<file path="src/rtl/operand_mux_pipe.sv">
// operand_mux_pipe
//   NUM_IN:1 operand selector feeding a two-entry skid buffer with a
//   valid/ready handshake and flush. Sits between source selection
//   (register file, EX/MEM and MEM/WB forwards, immediate) and the
//   consuming pipeline stage.
//
// Parameters
//   WIDTH   data width per input channel
//   NUM_IN  number of input channels (2..16)
//   SEL_W   select width, derived from NUM_IN (do not override)
//
// Ports
//   clk, rst             rising-edge clock, synchronous active-high reset
//   in_bus               packed channels, channel k = in_bus[k*WIDTH +: WIDTH]
//   sel                  channel select, sampled on accept
//   in_valid / in_ready  upstream handshake (in_ready registered)
//   flush                drop all held entries and any same-cycle transfer
//   out_data / out_sel   head-of-buffer data and the sel it was captured with
//   out_valid/out_ready  downstream handshake
//   occupancy            held entries (0, 1, 2)
//   sel_err              sticky out-of-range select flag
//
// Build option
//   OPERAND_MUX_SEL_CHECK_EN  when defined, sel_err latches on an accepted
//                             sel >= NUM_IN; otherwise sel_err is tied to 0.

module operand_mux_pipe #(
  parameter int unsigned WIDTH  = 32,
  parameter int unsigned NUM_IN = 4,
  parameter int unsigned SEL_W  = $clog2(NUM_IN)
) (
  input  logic                    clk,
  input  logic                    rst,
  input  logic [NUM_IN*WIDTH-1:0] in_bus,
  input  logic [SEL_W-1:0]        sel,
  input  logic                    in_valid,
  output logic                    in_ready,
  input  logic                    flush,
  output logic [WIDTH-1:0]        out_data,
  output logic [SEL_W-1:0]        out_sel,
  output logic                    out_valid,
  input  logic                    out_ready,
  output logic [1:0]              occupancy,
  output logic                    sel_err
);

  // State encoding equals the occupancy count.
  localparam logic [1:0] ST_EMPTY = 2'd0;
  localparam logic [1:0] ST_ONE   = 2'd1;
  localparam logic [1:0] ST_FULL  = 2'd2;

  logic [1:0]       state_q, state_d;
  logic [WIDTH-1:0] main_data_q, main_data_d;
  logic [SEL_W-1:0] main_sel_q, main_sel_d;
  logic [WIDTH-1:0] skid_data_q, skid_data_d;
  logic [SEL_W-1:0] skid_sel_q, skid_sel_d;
  logic             in_ready_q, in_ready_d;
  logic             out_valid_q, out_valid_d;

  logic [WIDTH-1:0] sel_data_c;
  logic             accept_c;
  logic             consume_c;

  // Channel mux; any select that matches no channel falls back to channel 0.
  always_comb begin
    sel_data_c = in_bus[WIDTH-1:0];
    for (int k = 1; k < int'(NUM_IN); k++) begin
      if (sel == SEL_W'(k)) sel_data_c = in_bus[k*WIDTH +: WIDTH];
    end
  end

  // Handshakes are suppressed while flushing.
  assign accept_c  = in_valid && in_ready_q && !flush;
  assign consume_c = out_valid_q && out_ready && !flush;

  // Buffer next-state: main entry drives the outputs, skid holds the second.
  always_comb begin
    state_d     = state_q;
    main_data_d = main_data_q;
    main_sel_d  = main_sel_q;
    skid_data_d = skid_data_q;
    skid_sel_d  = skid_sel_q;
    case (state_q)
      ST_EMPTY: begin
        if (accept_c) begin
          main_data_d = sel_data_c;
          main_sel_d  = sel;
          state_d     = ST_ONE;
        end
      end
      ST_ONE: begin
        if (accept_c && consume_c) begin
          main_data_d = sel_data_c;
          main_sel_d  = sel;
        end else if (accept_c) begin
          skid_data_d = sel_data_c;
          skid_sel_d  = sel;
          state_d     = ST_FULL;
        end else if (consume_c) begin
          state_d = ST_EMPTY;
        end
      end
      ST_FULL: begin
        if (consume_c) begin
          main_data_d = skid_data_q;
          main_sel_d  = skid_sel_q;
          state_d     = ST_ONE;
        end
      end
      default: state_d = ST_EMPTY;
    endcase
    // Flush only invalidates entries; data/sel registers keep their contents.
    if (flush) state_d = ST_EMPTY;
    in_ready_d  = (state_d != ST_FULL);
    out_valid_d = (state_d != ST_EMPTY);
  end

  always_ff @(posedge clk) begin
    if (rst) begin
      state_q     <= ST_EMPTY;
      main_data_q <= '0;
      main_sel_q  <= '0;
      skid_data_q <= '0;
      skid_sel_q  <= '0;
      in_ready_q  <= 1'b1;
      out_valid_q <= 1'b0;
    end else begin
      state_q     <= state_d;
      main_data_q <= main_data_d;
      main_sel_q  <= main_sel_d;
      skid_data_q <= skid_data_d;
      skid_sel_q  <= skid_sel_d;
      in_ready_q  <= in_ready_d;
      out_valid_q <= out_valid_d;
    end
  end

`ifdef OPERAND_MUX_SEL_CHECK_EN
  logic sel_oor_c;
  logic sel_err_q, sel_err_d;

  // Out-of-range when the select matches no implemented channel.
  always_comb begin
    sel_oor_c = 1'b1;
    for (int k = 0; k < int'(NUM_IN); k++) begin
      if (sel == SEL_W'(k)) sel_oor_c = 1'b0;
    end
    sel_err_d = sel_err_q || (accept_c && sel_oor_c);
  end

  always_ff @(posedge clk) begin
    if (rst) sel_err_q <= 1'b0;
    else     sel_err_q <= sel_err_d;
  end

  assign sel_err = sel_err_q;
`else
  assign sel_err = 1'b0;
`endif

  assign in_ready  = in_ready_q;
  assign out_valid = out_valid_q;
  assign out_data  = main_data_q;
  assign out_sel   = main_sel_q;
  assign occupancy = state_q;

endmodule
</file>
<file path="config.mk">
export PLATFORM = sky130hd
export DESIGN_NAME = operand_mux_pipe
export DESIGN_NICKNAME = d
export VERILOG_FILES = /design/src/rtl/operand_mux_pipe.sv
export SDC_FILE = /design/constraint.sdc
export NUM_CORES = 1
export LEC_CHECK = 0
export CAP_MARGIN = 10
export CORE_UTILIZATION = 50
export CTS_CLUSTER_DIAMETER = 40
export CTS_CLUSTER_SIZE = 20
export DETAILED_ROUTE_END_ITERATION = 6
export DONT_BUFFER_PORTS = 1
export GPL_TIMING_DRIVEN = 0
export PLACE_DENSITY = 0.64
export RECOVER_POWER = 50
export SLEW_MARGIN = 20
export SYNTH_ARGS = -nofsm -noshare
export SYNTH_HDL_FRONTEND = slang
export SYNTH_SLANG_ARGS = --single-unit
</file>
<file path="constraint.sdc">
create_clock -name clk -period 2 [get_ports clk]
set_input_delay 0.6 -clock clk [delete_from_list [all_inputs] [get_ports clk]]
set_output_delay 0.6 -clock clk [all_outputs]
set_load 0.03 [all_outputs]
</file>
==> results.yml, run 1 <==
outcome:
  status: "complete, no violations"
clock_network:
  cts_setup_buffers: 0
  cts_tree: "yes"
  cts.sinks: 72
  clock_latency_ns: 0.35
  clockBufferDepth: 2
  cts_buffers: 9
  ctsHtreeMaxLevel: 3
  holdBufCountCts: 0
  root_buffer: "clkbuf_8"
  cts.clk_slew.worst_paths_ns: 0.08
synthesis:
  synthDistinctLibCells: 31
  synth_seq_cells: 72
  ys_seq_area_share_pct: 35.4
  syn_area_um2: 4070
  syn-num-nets: 646
  yosys_warnings: 0
  syn_avg_cell_area_um2: 7.97
  synth_cells: 511
job:
  max-cap-violations: 0
detailed_routing:
  routedWlPerCell_um: 17.8
  drtIter0Drc: 206
  first_pass_iters: 5
  route.detailed.drc: 0
  dr_total_vias: 3688
  viasPerCell: 5.86
  routed_wirelength_mm: 11.2
  ant_nets: 0
layout:
  layout_commonest_cell: "nand2_1"
  final_cell_mix: "nand2_1 (103), a21oi_1 (70), dfxtp_1 (70)"
  antennaDiodeCount: 0
  fin_area_um2: 4430
  syn_to_final_growth_pct: 8.66
  nets: 657
  n_fill_cell: 753
  final_util_pct: 56.7
  drive_above_1_share_pct: 9.68
global_route:
  grt_max_degree: 13
  grt_overflow_total: 0
  grt_antenna_before_repair: 0
  grt_pass1_wl_mm: 17.8
  grt_pass1_vias: 3544
  grtUsageTotal_pct: 26.9
setup_path:
  arrival_ns: 2.14
  critPathKind: "register to register"
  cp-start-kind: "register"
  worstPathRequired_ns: 2.28
  worstSetupEndpointType: "register"
  cp_max_fo: 10
placement:
  finalWeightedCongestion: 0.792
  hpwl_mm: 8.04
  post_dp_cell_area_um2: 4200
  portBuffers: 0
timing:
  final-setup-viol-count: 0
  period_minus_slack_ns: 1.87
  relSlewSlack_pct: 64.4
  final.setup.tns_ns: 0
  fmaxAchievable_mhz: 536
  rsz0062_at_grt: "no"
  fin_crit_sh_pct: 93.3
  finalMaxSlewViolations: 0
  hold_violations: 0
  clock_skew_ns: 0.00772
  worst_pin_slew_ns: 0.534
floorplan:
  fp.dieArea_um2: 8510
  ioPinCount: 174
  initial_core_util_pct: 52.2
  row_count: 32
  fp.coreArea_um2: 7810
  dieHeight_um: 92.3
  die_w_um: 92.3
power:
  finalPower_w: 0.00341
  powerDensity_nw_per_um2: 771
  peakVddDrop_uv: 319
  p_leak_nw: 1.85
worst_hold_path:
  hold_class: "input pin to register"
[flip-flops by register name (all words and copies together) (netlist names)]
signal and flops:
in_ready 1, occupancy 2, out_data 32, out_sel 2
out_valid 1, skid_data_q 32, skid_sel_q 2
[final timing paths]
path | from | end | slack [ns] | depth (start not counted)
max reg2reg | in_ready | skid_data_q[20] | 0.13 | 7
min reg2reg | skid_data_q[23] | skid_data_q[23] | 0.45 | 2
min | flush | in_ready | 0.37 | 1
max | in_ready | skid_data_q[20] | 0.13 | 7
[metal layers]
metal	up-vias	wire length [um]	track usage, %
li1	1805	-	-
met1	1743	5000	34.7
met2	125	5370	45.3
met3	15	700	4.64
met4	0	156	8.59
met5	-	0	0
[cell families (layout without fill, tap and decap cells)]
logic type      Yosys count  in the layout  share of synthesized area (%)
compound gates          110            110                           18.1
buf+inv                  47             63                           6.05
flops                    72             72                           35.4
mux                      65             65                           16.0
other cells               1              1                         0.0921
simple gates            216            216                           24.4
[repair_timing]
item / CTS / global route
pin swaps: 0 / 0
gates resized for setup: 5 / 1
setup endpoints to repair: 30 / 30
[synthesized netlist by cell type, drive strengths merged]
| cell type | n | area share (%) |
|---|---|---|
| a211oi | 1 | 0.18 |
| a21bo | 1 | 0.25 |
| a21boi | 1 | 0.18 |
| a21oi | 70 | 8.6 |
| a22oi | 1 | 0.18 |
| a311oi | 1 | 0.22 |
| a32o | 33 | 8.1 |
| and2 | 3 | 0.46 |
| and3 | 1 | 0.15 |
| and3b | 2 | 0.43 |
| buf | 24 | 3.9 |
| clkbuf | 21 | 1.9 |
| conb | 1 | 0.092 |
| dfxtp | 72 | 35 |
| inv | 2 | 0.18 |
| mux2i | 65 | 16 |
| nand2 | 103 | 9.5 |
| nand2b | 33 | 5.1 |
| nand3 | 33 | 4.2 |
| nor2 | 37 | 3.8 |
| nor2b | 2 | 0.37 |
| nor3 | 1 | 0.25 |
| o21a | 1 | 0.18 |
| o22ai | 1 | 0.15 |
| or4 | 1 | 0.18 |
[final cells by class]
class | instances | area [um^2] | share of cell area, %
inverters | 2 | 7.51 | 0.170
clock inverters | 6 | 82.6 | 1.87
multi-input cells | 392 | 2390 | 54.0
clock buffers | 10 | 138 | 3.11
well taps | 102 | 128 | 2.88
plain buffers | 45 | 235 | 5.32
flip-flops and latches | 72 | 1440 | 32.6
[power by group]
group | leakage, nW | internal, W | switching (W) | total (W)
registers | 0.586 | 0.00149 | 0.000133 | 0.00162
clock network | 0.112 | 0.000730 | 0.000573 | 0.00130
logic | 1.15 | 0.000199 | 0.000286 | 0.000485
[critical path, cell delays in order, from the launching register on]
cell	delay, ns
dfxtp_1	0.52
and3b_1	0.24
buf_6	0.12
and3_1	0.17
buf_2	0.19
clkbuf_2	0.28
nand3_1	0.11
a21oi_1	0.16
[through the flow]
stage	std cells	setup WS, ns	hold WS [ns]
finish	629	0.133	0.374
detailed placement	613	-0.141	0.444
global route	629	0.00709	0.385
global placement	613	-0.121	0.438
floorplan	511	0.181	0.432
CTS	629	0.0606	0.368
(Power assumes the default switching activity.)
==> run 2, diff against run 1 <==
--- a/config.mk
+++ b/config.mk
@@ -11,9 +11,9 @@
 export CTS_CLUSTER_SIZE = 20
 export DETAILED_ROUTE_END_ITERATION = 6
 export DONT_BUFFER_PORTS = 1
-export GPL_TIMING_DRIVEN = 0
 export PLACE_DENSITY = 0.64
 export RECOVER_POWER = 50
+export SKIP_CTS_REPAIR_TIMING = 1
 export SLEW_MARGIN = 20
 export SYNTH_ARGS = -nofsm -noshare
 export SYNTH_HDL_FRONTEND = slang
==> results.yml, run 2 (synthesized netlist as in run 1, its figures left out) <==
outcome:
  status: "complete, no violations"
layout:
  final_cell_mix: "nand2_1 (103), dfxtp_1 (72), a21oi_1 (70)"
  seqCellArea_um2: 1440
  n_fill_cell: 778
  nets: 626
  drive_above_1_share_pct: 6.65
  syn_to_final_growth_pct: 5.38
  layout_commonest_cell: "nand2_1"
  antennaDiodeCount: 0
  multiInputGateArea_um2: 2390
timing:
  worst_pin_slew_ns: 0.517
  final-setup-viol-count: 0
  rsz0062_at_grt: "no"
  relSlewSlack_pct: 65.5
  final.setup.worst_slack_ns: 0.226
  finalMaxSlewViolations: 0
  final.setup.tns_ns: 0
  fin_crit_sh_pct: 88.7
  clock_skew_ns: 0.0107
  period_minus_slack_ns: 1.77
  fmaxAchievable_mhz: 564
  hold_violations: 0
power:
  clockPowerShare_pct: 38.9
  p_sw_w: 0.000888
  switching_share_pct: 27.0
  pwr-share-seq_pct: 49.3
  comb_power_share_pct: 11.8
  p_leak_nw: 1.76
  powerDensity_nw_per_um2: 766
  internal-power_w: 0.00240
  peakVddDrop_uv: 405
clock_network:
  clock_latency_ns: 0.34
  cts_buffers: 9
  ctsHtreeMaxLevel: 3
  clockBufferDepth: 2
  cts.sinks: 72
  cts_tree: "yes"
  cts.clk_slew.worst_paths_ns: 0.08
  root_buffer: "clkbuf_8"
global_route:
  grt_pass1_vias: 3288
  grt_antenna_before_repair: 0
  grtUsageTotal_pct: 24.0
  grt_overflow_total: 0
  grt_pass1_wl_mm: 16.1
  grt_max_degree: 68
detailed_routing:
  routed_wirelength_mm: 10.1
  drtIter0Drc: 196
  viasPerCell: 5.92
  routedWlPerCell_um: 16.9
  route.detailed.drc: 0
  ant_nets: 0
  first_pass_iters: 5
  dr_total_vias: 3541
floorplan:
  die_w_um: 92.3
  fp.coreArea_um2: 7810
  dieHeight_um: 92.3
  initial_core_util_pct: 52.2
  ioPinCount: 174
  fp.dieArea_um2: 8510
  row_count: 32
setup_path:
  arrival_ns: 2.05
  worstPathRequired_ns: 2.28
  cp-start-kind: "register"
  path_buf_inv: 0
  worstSetupEndpointType: "register"
  worst_path_max_delay_cell: "dfxtp_1"
  critPathKind: "register to register"
  cp_max_fo: 32
  path_cells: "and3b_1 > a32o_2 > nor2_8 > a32o_1"
  max_stage_delay_ns: 0.43
  critical_path.top_delay_family: "simple AND/OR/NAND/NOR gates"
placement:
  hpwl_mm: 6.67
  place_worst_setup_slack_ns: 0.0874
  portBuffers: 0
  finalWeightedCongestion: 0.796
worst_hold_path:
  hold_class: "input pin to register"
job:
  max-cap-violations: 0
-- run 2: cell types whose count changed in the layout (fill, tap and decap cells not counted), moves of 2 or more --
| cell | before | now |
|---|---|---|
| clkbuf_1 | 18 | 3 |
| buf_2 | 12 | 0 |
| dfxtp_1 | 70 | 72 |
| dfxtp_2 | 2 | 0 |
| buf_4 | 3 | 9 |
| clkbuf_2 | 8 | 1 |
| buf_6 | 4 | 0 |
-- run 2: path summary, 6_finish.rpt --
kind	startpoint	endpoint	slack, ns	cells past startpoint
min	rst	skid_data_q[19]	0.33	1
max	occupancy[1]	out_data[29]	0.23	4
min reg2reg	skid_data_q[26]	skid_data_q[26]	0.45	2
max reg2reg	occupancy[1]	out_data[29]	0.23	4
-- run 2: power groups by stage --
stage | Combinational, W | Sequential, W | Clock, W
after floorplan | 0.000380 | 0.00165 | 0
after global placement | 0.000383 | 0.00165 | 0
after detailed placement | 0.000395 | 0.00166 | 0
after CTS | 0.000396 | 0.00162 | 0.00130
after global routing | 0.000435 | 0.00163 | 0.00137
final | 0.000388 | 0.00162 | 0.00128
-- run 2: per-stage QoR --
step / instances / hold slack [ns] / power [W] / util (%) / instance area, um^2
final: 598 / 0.330 / 0.00329 / 55.0 / 4290
after floorplan: 511 / 0.432 / 0.00203 / - / 4070
after global placement: 582 / 0.432 / 0.00204 / 52.4 / 4090
after global routing: 598 / 0.297 / 0.00344 / 55.0 / 4290
after detailed placement: 582 / 0.437 / 0.00205 / 52.4 / 4090
after CTS: 598 / 0.310 / 0.00332 / 55.2 / 4310
-- run 2: area by class of cell --
| type | count | area share (%) |
|---|---|---|
| inverter | 2 | 0.175 |
| multi-input combinational | 392 | 55.7 |
| tap | 102 | 2.97 |
| timing repair buffer | 14 | 2.42 |
| clock inverter | 6 | 1.92 |
| sequential | 72 | 33.6 |
| clock buffer | 10 | 3.21 |
-- run 2: per-layer routing --
layer	track usage [%]	routed length, um	vias up
met5	0	0	-
met4	8.98	70	0
met3	4.73	715	8
met2	40.8	4930	137
met1	29.8	4410	1650
li1	-	-	1746
==> run 3, diff against run 2 <==
--- a/config.mk
+++ b/config.mk
@@ -5,7 +5,7 @@
 export SDC_FILE = /design/constraint.sdc
 export NUM_CORES = 1
 export LEC_CHECK = 0
-export CAP_MARGIN = 10
+export CAP_MARGIN = 20
 export CORE_UTILIZATION = 50
 export CTS_CLUSTER_DIAMETER = 40
 export CTS_CLUSTER_SIZE = 20
==> results of run 3 <==
The final DEF is identical to that of run 2; final timing and power are the same.
